==> src/rtl/id_stage_pkg.sv <==
// Shared definitions for the RV32I decode stage: bus widths, opcodes,
// ALU selector encoding, stage state encoding and the operand-forwarding mux.
package id_stage_pkg;

    localparam int unsigned REG_BUS      = 32;
    localparam int unsigned REG_ADDR_BUS = 5;

    localparam logic [6:0] OPC_OP     = 7'b0110011;
    localparam logic [6:0] OPC_OP_IMM = 7'b0010011;
    localparam logic [6:0] OPC_LUI    = 7'b0110111;
    localparam logic [6:0] OPC_AUIPC  = 7'b0010111;
    localparam logic [6:0] OPC_LOAD   = 7'b0000011;
    localparam logic [6:0] OPC_STORE  = 7'b0100011;
    localparam logic [6:0] OPC_BRANCH = 7'b1100011;
    localparam logic [6:0] OPC_JAL    = 7'b1101111;
    localparam logic [6:0] OPC_JALR   = 7'b1100111;

    typedef enum logic [3:0] {
        ALU_ADD, ALU_SUB, ALU_SLL, ALU_SLT, ALU_SLTU, ALU_XOR,
        ALU_SRL, ALU_SRA, ALU_OR, ALU_AND, ALU_PASSB
    } alusel_e;

    typedef enum logic [1:0] {
        ST_RUN, ST_STALL, ST_HOLD
    } state_e;

    // Disabled ports and x0 read as zero; EX wins over MEM except for a pending load.
    function automatic logic [REG_BUS-1:0] fwd_operand(
        input logic                    en,
        input logic [REG_ADDR_BUS-1:0] addr,
        input logic [REG_BUS-1:0]      rdata,
        input logic                    ex_we,
        input logic [REG_ADDR_BUS-1:0] ex_addr,
        input logic [REG_BUS-1:0]      ex_data,
        input logic                    ex_load,
        input logic                    mem_we,
        input logic [REG_ADDR_BUS-1:0] mem_addr,
        input logic [REG_BUS-1:0]      mem_data
    );
        if (!en || addr == '0)                         return '0;
        else if (ex_we && !ex_load && ex_addr == addr) return ex_data;
        else if (mem_we && mem_addr == addr)           return mem_data;
        else                                           return rdata;
    endfunction

endpackage

==> src/rtl/id_stage_imm_gen.sv <==
// RV32I immediate generator: selects the I/S/B/U/J format from the opcode
// and sign-extends to 32 bits; formats without an immediate yield zero.
module imm_gen
    import id_stage_pkg::*;
(
    input  logic [REG_BUS-1:0] inst,
    output logic [REG_BUS-1:0] imm
);

    always_comb begin
        imm = '0;
        case (inst[6:0])
            OPC_OP_IMM, OPC_LOAD, OPC_JALR:
                imm = {{20{inst[31]}}, inst[31:20]};
            OPC_STORE:
                imm = {{20{inst[31]}}, inst[31:25], inst[11:7]};
            OPC_BRANCH:
                imm = {{19{inst[31]}}, inst[31], inst[7], inst[30:25], inst[11:8], 1'b0};
            OPC_LUI, OPC_AUIPC:
                imm = {inst[31:12], 12'b0};
            OPC_JAL:
                imm = {{11{inst[31]}}, inst[31], inst[19:12], inst[20], inst[30:21], 1'b0};
            default:
                imm = '0;
        endcase
    end

endmodule

==> src/rtl/id_stage.sv <==
// RV32I instruction decode stage: combinational decode and operand forwarding,
// load-use stall detection, and the registered ID/EX pipeline payload.
module id_stage
    import id_stage_pkg::*;
(
    input  logic                    clk,
    input  logic                    rst,
    input  logic                    if_valid,
    input  logic [REG_BUS-1:0]      if_pc,
    input  logic [REG_BUS-1:0]      if_inst,
    output logic                    id_ready,
    output logic                    re1,
    output logic [REG_ADDR_BUS-1:0] raddr1,
    input  logic [REG_BUS-1:0]      rdata1,
    output logic                    re2,
    output logic [REG_ADDR_BUS-1:0] raddr2,
    input  logic [REG_BUS-1:0]      rdata2,
    input  logic                    ex_fwd_we,
    input  logic [REG_ADDR_BUS-1:0] ex_fwd_addr,
    input  logic [REG_BUS-1:0]      ex_fwd_data,
    input  logic                    ex_fwd_load,
    input  logic                    mem_fwd_we,
    input  logic [REG_ADDR_BUS-1:0] mem_fwd_addr,
    input  logic [REG_BUS-1:0]      mem_fwd_data,
    input  logic                    flush,
    input  logic                    ex_ready,
    output logic                    ex_valid,
    output logic [REG_BUS-1:0]      ex_pc,
    output logic [REG_BUS-1:0]      ex_op1,
    output logic [REG_BUS-1:0]      ex_op2,
    output logic [REG_BUS-1:0]      ex_imm,
    output logic [3:0]              ex_alusel,
    output logic [2:0]              ex_funct3,
    output logic                    ex_wreg,
    output logic [REG_ADDR_BUS-1:0] ex_waddr,
    output logic                    ex_illegal,
    output logic [REG_BUS-1:0]      stall_cnt
);

    logic [6:0]         opcode;
    logic [2:0]         funct3;
    logic [4:0]         rd;
    logic               alt;
    logic               legal;
    logic               writes;
    logic               dec_wreg;
    alusel_e            dec_alusel;
    logic [REG_BUS-1:0] dec_imm;
    logic [REG_BUS-1:0] op1;
    logic [REG_BUS-1:0] op2;
    logic               hazard;
    logic               load_en;
    logic               fire;
    state_e             state;
    state_e             state_next;

    assign opcode = if_inst[6:0];
    assign funct3 = if_inst[14:12];
    assign rd     = if_inst[11:7];
    assign alt    = if_inst[30];
    assign raddr1 = if_inst[19:15];
    assign raddr2 = if_inst[24:20];

    imm_gen u_imm_gen (
        .inst (if_inst),
        .imm  (dec_imm)
    );

    always_comb begin
        legal      = 1'b1;
        re1        = 1'b0;
        re2        = 1'b0;
        writes     = 1'b0;
        dec_alusel = ALU_ADD;
        case (opcode)
            OPC_OP, OPC_OP_IMM: begin
                re1    = 1'b1;
                re2    = (opcode == OPC_OP);
                writes = 1'b1;
                case (funct3)
                    3'b000:  dec_alusel = (opcode == OPC_OP && alt) ? ALU_SUB : ALU_ADD;
                    3'b001:  dec_alusel = ALU_SLL;
                    3'b010:  dec_alusel = ALU_SLT;
                    3'b011:  dec_alusel = ALU_SLTU;
                    3'b100:  dec_alusel = ALU_XOR;
                    3'b101:  dec_alusel = alt ? ALU_SRA : ALU_SRL;
                    3'b110:  dec_alusel = ALU_OR;
                    default: dec_alusel = ALU_AND;
                endcase
            end
            OPC_LUI: begin
                writes     = 1'b1;
                dec_alusel = ALU_PASSB;
            end
            OPC_AUIPC, OPC_JAL: writes = 1'b1;
            OPC_LOAD, OPC_JALR: begin
                re1    = 1'b1;
                writes = 1'b1;
            end
            OPC_STORE, OPC_BRANCH: begin
                re1 = 1'b1;
                re2 = 1'b1;
            end
            default: legal = 1'b0;
        endcase
    end

    assign dec_wreg = writes && (rd != '0);

    assign op1 = fwd_operand(re1, raddr1, rdata1, ex_fwd_we, ex_fwd_addr, ex_fwd_data,
                             ex_fwd_load, mem_fwd_we, mem_fwd_addr, mem_fwd_data);
    assign op2 = fwd_operand(re2, raddr2, rdata2, ex_fwd_we, ex_fwd_addr, ex_fwd_data,
                             ex_fwd_load, mem_fwd_we, mem_fwd_addr, mem_fwd_data);

    assign hazard = if_valid && ex_fwd_load && ex_fwd_we && (ex_fwd_addr != '0) &&
                    ((re1 && ex_fwd_addr == raddr1) || (re2 && ex_fwd_addr == raddr2));

    assign id_ready = !rst && !flush && !hazard && (!ex_valid || ex_ready);
    assign fire     = if_valid && id_ready;
    // The ID/EX register freezes only while EX back-pressures; flush still clears it.
    assign load_en  = flush || !ex_valid || ex_ready;

    always_comb begin
        state_next = ST_RUN;
        if (flush)                    state_next = ST_RUN;
        else if (ex_valid && !ex_ready) state_next = ST_HOLD;
        else if (hazard)              state_next = ST_STALL;
    end

    always_ff @(posedge clk) begin
        if (rst) begin
            state      <= ST_RUN;
            stall_cnt  <= '0;
            ex_valid   <= 1'b0;
            ex_pc      <= '0;
            ex_op1     <= '0;
            ex_op2     <= '0;
            ex_imm     <= '0;
            ex_alusel  <= '0;
            ex_funct3  <= '0;
            ex_wreg    <= 1'b0;
            ex_waddr   <= '0;
            ex_illegal <= 1'b0;
        end else begin
            state <= state_next;
            if (state == ST_STALL && stall_cnt != '1)
                stall_cnt <= stall_cnt + 1'b1;
            if (load_en) begin
                ex_valid   <= fire;
                ex_pc      <= if_pc;
                ex_op1     <= op1;
                ex_op2     <= op2;
                ex_imm     <= dec_imm;
                ex_alusel  <= dec_alusel;
                ex_funct3  <= funct3;
                ex_wreg    <= dec_wreg && fire;
                ex_waddr   <= rd;
                ex_illegal <= !legal && fire;
            end
        end
    end

endmodule

==> config.mk <==
export PLATFORM = sky130hd
export DESIGN_NAME = id_stage
export DESIGN_NICKNAME = d
export VERILOG_FILES = /design/src/rtl/id_stage_pkg.sv /design/src/rtl/id_stage_imm_gen.sv /design/src/rtl/id_stage.sv
export SDC_FILE = /design/constraint.sdc
export NUM_CORES = 1
export LEC_CHECK = 0
export BUFFER_PORTS_ARGS = -buffer_cell sky130_fd_sc_hd__buf_2
export CORE_AREA = 2 2 154 156
export CTS_BUF_LIST = sky130_fd_sc_hd__clkbuf_4 sky130_fd_sc_hd__clkbuf_8 sky130_fd_sc_hd__clkbuf_16
export CTS_CLUSTER_DIAMETER = 60
export CTS_CLUSTER_SIZE = 12
export DETAILED_ROUTE_END_ITERATION = 10
export DIE_AREA = 0 0 156 158
export PLACE_DENSITY = 0.66
export SYNTH_ARGS = -nofsm -noshare
export SYNTH_HDL_FRONTEND = slang
export SYNTH_SLANG_ARGS = --single-unit
==> constraint.sdc <==
create_clock -name clk -period 4.5 [get_ports clk]
set_clock_uncertainty 0.2 [all_clocks]
set_input_delay 0.45 -clock clk [delete_from_list [all_inputs] [get_ports clk]]
set_output_delay 0.45 -clock clk [all_outputs]
set_load 0.005 [all_outputs]
==> metrics.csv, run 1 <==
metric,value,unit
synth_largest_area_cell,dfxtp_1,
yosysUniqueCellTypes,56,
hold_path.class,input pin to flop,
vias,8896,
async_flop_share,0,%
critPathMaxStageDelay,0.51,ns
synthCells,1010,
syn_area_per_cell,8.46,µm²
path_class,input pin to output port,
viasPerCell,5.31,
hold-path-cell-count,2,
setup_slack,1.70,ns
die_height,158,µm
synth_area_leaders,"dfxtp_1 41%, o21ai_0 8.1%, nand2_1 6.2%",
post-route-period-util,62.3,%
dp_hpwl,22600,µm
numPortBuffers,397,
min_from,if_pc[14],
dr.first_iter.drc_count,546,
setup_viol,0,
clkLatencyLatePin,0.42,ns
yosys_warnings,0,
finalSetupTns,0,ns
cp_max_fo,4,
syn-cell-area,0.00855,mm²
r2r_slack,1.81,ns
start_kind,input pin,
layout_common_cells,"397 x buf_2, 177 x dfxtp_1, 140 x nand2_1, 138 x o21ai_0, 74 x inv_1",
cts.repair.resized,0,
cts_tree,built,
grt_util_all_layers,24.0,%
utilization,48.9,%
whs_endpoint,ex_pc[14],
ir_drop,0.169,mV
hold_ws,0.0360,ns
start_util,37.1,%
drive_gt1_share,36.1,%
cts_sinks,177,
status,completed,
overflow,0,
htreeDepth,4,
rows,56,
tightest_slew,1.17,ns
fin_nets,1567,
synth_edf_count,0,
cpMostUsedCell,buf_2,
regArea,0.00354,mm²
cts_buffers,17,
slew_headroom,21.7,%
synthFlopType,dfxtp_1,
drv_cap,0,
drt-pass1-iter-count,5,
wl,30800,µm
wl_per_cell,18.4,µm
fillers,2299,
p_leak,0.00522,µW
ctsHoldBuffers,0,
min_period,2.80,ns
synthToLayoutAreaGrowth,31.9,%
clk_pin_slew_worst_paths,0.07,ns
rsz0062_at_grt,no,
synth_top_area_share,41.5,%
final_common_cell,buf_2,
max_clock_freq,357,MHz
grt_antenna_before_repair,15,
grt_pass1_wl,45900,µm
syn-num-nets,1221,
clock_path_buffers,2,
grt_max_degree,131,
ys_ff_latch,177,
dieArea,0.0246,mm²
gp_congestion,0.886,
r2r-start,ex_valid,
crit_arrival,2.15,ns
post_cts_buffers,0,
multi_input_area,0.00439,mm²
end_kind,output port,
drv_slew,0,
hold_violations,0,
pin_count,398,
cp_data_required_time,3.85,ns
ant_nets,0,
grt_pass1_vias,8321,
worstRegToRegCells,6,
dp_worst_setup_slack,1.40,ns
power.density,302,mW/mm²
die_width,156,µm
synth_seq_area_share,41.5,%
worstReg2RegEnd,ex_op2[20],
cts-root-buf,clkbuf_16,
crit_path_cell_trace,"buf_2, or4_1, o2111ai_1, or3_1, o32a_1, nor2b_1, buf_2",
crit_slowest_cell,or4_1,
drc,0,
coreArea,0.0231,mm²
[flip-flops by register name, summed over array words and instances (netlist names)]
name / cells
ex_waddr: 5
ex_wreg: 1
ex_illegal: 1
ex_pc: 32
ex_imm: 32
ex_op2: 32
ex_valid: 1
ex_alusel: 4
ex_op1: 32
state: 2
ex_funct3: 3
stall_cnt: 32
[cells in the mapped netlist, types with 2 or more instances]
library cell	n
dfxtp_1	177
nand2_1	141
o21ai_0	139
inv_1	74
clkbuf_1	55
a21oi_1	51
a22o_1	35
mux2i_1	33
nor2_1	33
o211a_1	32
o221ai_2	30
xor2_1	16
nand4_1	14
or3_1	14
xnor2_1	14
nand3_1	12
nor3_1	11
buf_4	10
buf_2	9
or4_1	9
and3_1	8
a211oi_1	7
nor2b_1	7
buf_1	6
nand2b_1	5
nor4_1	5
o31ai_1	5
or2_2	5
a22oi_1	4
a31oi_1	4
mux2_2	4
nand4b_1	4
buf_6	3
nand3b_1	3
a311oi_1	2
a32oi_1	2
a41o_1	2
and2_1	2
nor3b_1	2
o2111ai_1	2
o211ai_1	2
o221ai_1	2
o32a_1	2
[metrics by stage]
stage,cells,cell area [µm²],total power [µW]
4_1_cts,1659,11200,3440
6_report,1676,11300,3410
5_1_grt,1671,11300,3540
3_3_place_gp,1627,10700,1990
2_1_floorplan,1010,8550,1800
3_5_place_dp,1627,10700,1990
[critical path: cells and delay by family]
family	cells	cell delay, ns
AND/OR/NAND/NOR	3	0.89
AO/OA/AOI/OAI	2	0.55
buffers and inverters	2	0.26
[kinds of logic (layout without fill, tap and decap cells)]
group,after synthesis,in the layout,synth area share [%]
and+or+nand+nor,282,282,15.8
xor gates and xnor gates,30,30,3.07
buffers and inverters,157,516,7.73
other,0,17,0
AOI/OAI and AO/OA,326,326,27.4
muxes,37,37,4.39
adders and majority gates,1,1,0.146
DFF,177,177,41.5
[report_power, final]
| part | internal (µW) | switching, µW | total, µW |
|---|---|---|---|
| clock network | 743 | 709 | 1450 |
| registers | 1590 | 14.5 | 1610 |
| logic | 159 | 189 | 348 |
[metal layers]
layer	track usage (%)	share of wire, %
met4	9.17	2.3
met3	7.88	8.3
met1	28.1	40
met2	40.8	49
met5	0	0.042
[how the worst max path moves through the flow]
stage	from	end	slack, ns	cells after the start
after floorplan	if_inst[2]	ex_op2[0]	2.15	8
after global placement	if_inst[6]	ex_op2[3]	1.48	6
after detailed placement	if_inst[6]	ex_op2[20]	1.40	6
after CTS	ex_fwd_addr[1]	id_ready	1.70	7
after global routing	stall_cnt[25]	stall_cnt[23]	1.56	6
final	ex_fwd_addr[1]	id_ready	1.70	7
[layout make-up]
type                            count  area share [%]
Antenna cell                       17           0.377
Clock inverter                     14            1.07
Inverter                           74            2.46
Timing Repair Buffer              410            18.6
Multi-Input combinational cell    676            39.0
Clock buffer                       18            3.90
Sequential cell                   177            31.4
Tap cell                          290            3.22
Note: power is estimated with default switching activity, not from simulation.
==> run 2, diff against run 1 <==
clock period = 2.85 ns   (was 4.5 ns; I/O delays follow)
==> metrics.csv, run 2 (synthesis results as in run 1) <==
metric,value,unit,change
pin_count,398,,unchanged
pwr-share-clk,43.0,%,+0.4 points
power,5720,µW,+68%
path_class,input pin to flop,,
post-route-period-util,97.8,%,
clk_pin_slew_worst_paths,0.07,ns,about the same
drv_slew,0,,unchanged
cts-root-buf,clkbuf_16,,
dp_worst_setup_slack,0.334,ns,-1.06 ns
numPortBuffers,397,,unchanged
start_util,37.1,%,unchanged
viasPerCell,5.28,,-0.47%
drc,0,,unchanged
min_period,2.79,ns,
power.density,440,mW/mm²,+46%
wl_per_cell,18.4,µm,about the same
die_width,156,µm,unchanged
coreArea,0.0231,mm²,unchanged
cp_data_required_time,2.96,ns,-0.89 ns
cts_tree,built,,
final_common_cell,buf_2,,
tightest_slew,0.775,ns,-0.396 ns
layout_common_cells,"397 x buf_2, 177 x dfxtp_1, 150 x dlygate4sd3_1, 140 x nand2_1, 138 x o21ai_0",,
htreeDepth,4,,unchanged
dieArea,0.0246,mm²,unchanged
fin_nets,1734,,+11%
ant_nets,0,,unchanged
vias,9705,,+9.1%
drive_gt1_share,33.3,%,-2.8 points
cp_max_fo,16,,+12
grt_antenna_before_repair,10,,-5
finalSetupTns,0,ns,unchanged
crit_arrival,2.89,ns,+0.74 ns
rsz0062_at_grt,no,,
comb_power_share,12.6,%,+2.4 points
setup_viol,0,,unchanged
grt_pass1_wl,50600,µm,+10%
die_height,158,µm,unchanged
status,completed,,
rows,56,,unchanged
overflow,0,,unchanged
seqPwrFrac,44.4,%,-2.8 points
grt_pass1_vias,9418,,+13%
dr.first_iter.drc_count,564,,+3.3%
p_switching,1490,µW,+63%
start_kind,input pin,,
drv_cap,0,,unchanged
setup_slack,0.0640,ns,-1.63 ns
synthToLayoutAreaGrowth,52.0,%,
hold_path.class,input pin to flop,,
dp_hpwl,22700,µm,+0.25%
end_kind,flop,,
ir_drop,0.328,mV,+94%
grt_max_degree,117,,-11%
swShare,26.0,%,-0.77 points
clkLatencyLatePin,0.42,ns,about the same
gp_congestion,0.890,,+0.43%
p_leak,0.00604,µW,+16%
slew_headroom,48.3,%,+27 points
hold_violations,0,,unchanged
wl,33700,µm,+9.5%
cts_buffers,17,,unchanged
clock_path_buffers,2,,unchanged
p_int,4230,µW,+70%
grt_util_all_layers,26.2,%,+2.2 points
cts_sinks,177,,unchanged
max_clock_freq,359,MHz,
drt-pass1-iter-count,5,,unchanged
run 2: metal layers:
metal / track usage (%) / up-vias / share of wire, %
li1: - / 4621 / -
met5: 0 / - / 0.033
met2: 46.5 / 391 / 50
met1: 29.7 / 4607 / 39
met3: 6.79 / 84 / 7.3
met4: 11.5 / 2 / 3.3
run 2: stage by stage:
stage / cell area [µm²] / util (%) / instances / hold slack, ns
finish: 13000 / 56.4 / 1837 / 0.00597
global route: 13000 / 56.3 / 1833 / 0.0263
CTS: 13000 / 56.2 / 1825 / 0.00290
detailed placement: 10900 / 47.1 / 1643 / 0.240
global placement: 10900 / 47.1 / 1643 / 0.231
floorplan: 8550 / - / 1010 / 0.211
run 2: cell type report:
type,instances,area [µm²]
timing repair buffer,577,3790
sequential,177,3540
multi-input combinational,676,4400
antenna,11,27.5
clock buffer,18,433
clock inverter,14,164
fill,2111,10100
tap,290,363
inverter,74,278
run 2: worst max-delay path, cell delays in order:
cell and delay (ns):
buf_2 0.17, xor2_1 0.17, nor4_1 0.32, and3_4 0.27
buf_12 0.18, mux2i_1 0.24, dlygate4sd3_1 0.59, o221ai_2 0.08
dlygate4sd3_1 0.57
run 2: power by group through the flow:
stage / Clock (µW) / Sequential, µW / Combinational [µW]
6_report: 2460 / 2540 / 721
5_1_grt: 2620 / 2540 / 775
4_1_cts: 2510 / 2540 / 704
3_5_place_dp: 0 / 2590 / 556
3_3_place_gp: 0 / 2590 / 549
2_1_floorplan: 0 / 2600 / 246
run 2: worst paths after layout:
check	startpoint	endpoint	slack [ns]	depth (start not counted)
worst min-delay path	ex_fwd_data[21]	ex_op1[21]	0.006	3
worst max-delay path	if_inst[24]	ex_op2[29]	0.06	9
worst max register to register	ex_valid	ex_op2[29]	0.25	7
worst min register to register	ex_pc[8]	ex_pc[8]	0.25	2
run 2: timing repair:
action / in CTS / in global routing
hold buffers: 150 / 0
hold endpoints to repair: 119 / 0
buffers inserted: 0 / 1
resized for setup: 0 / 2
endpoints found under the setup margin: 0 / 16
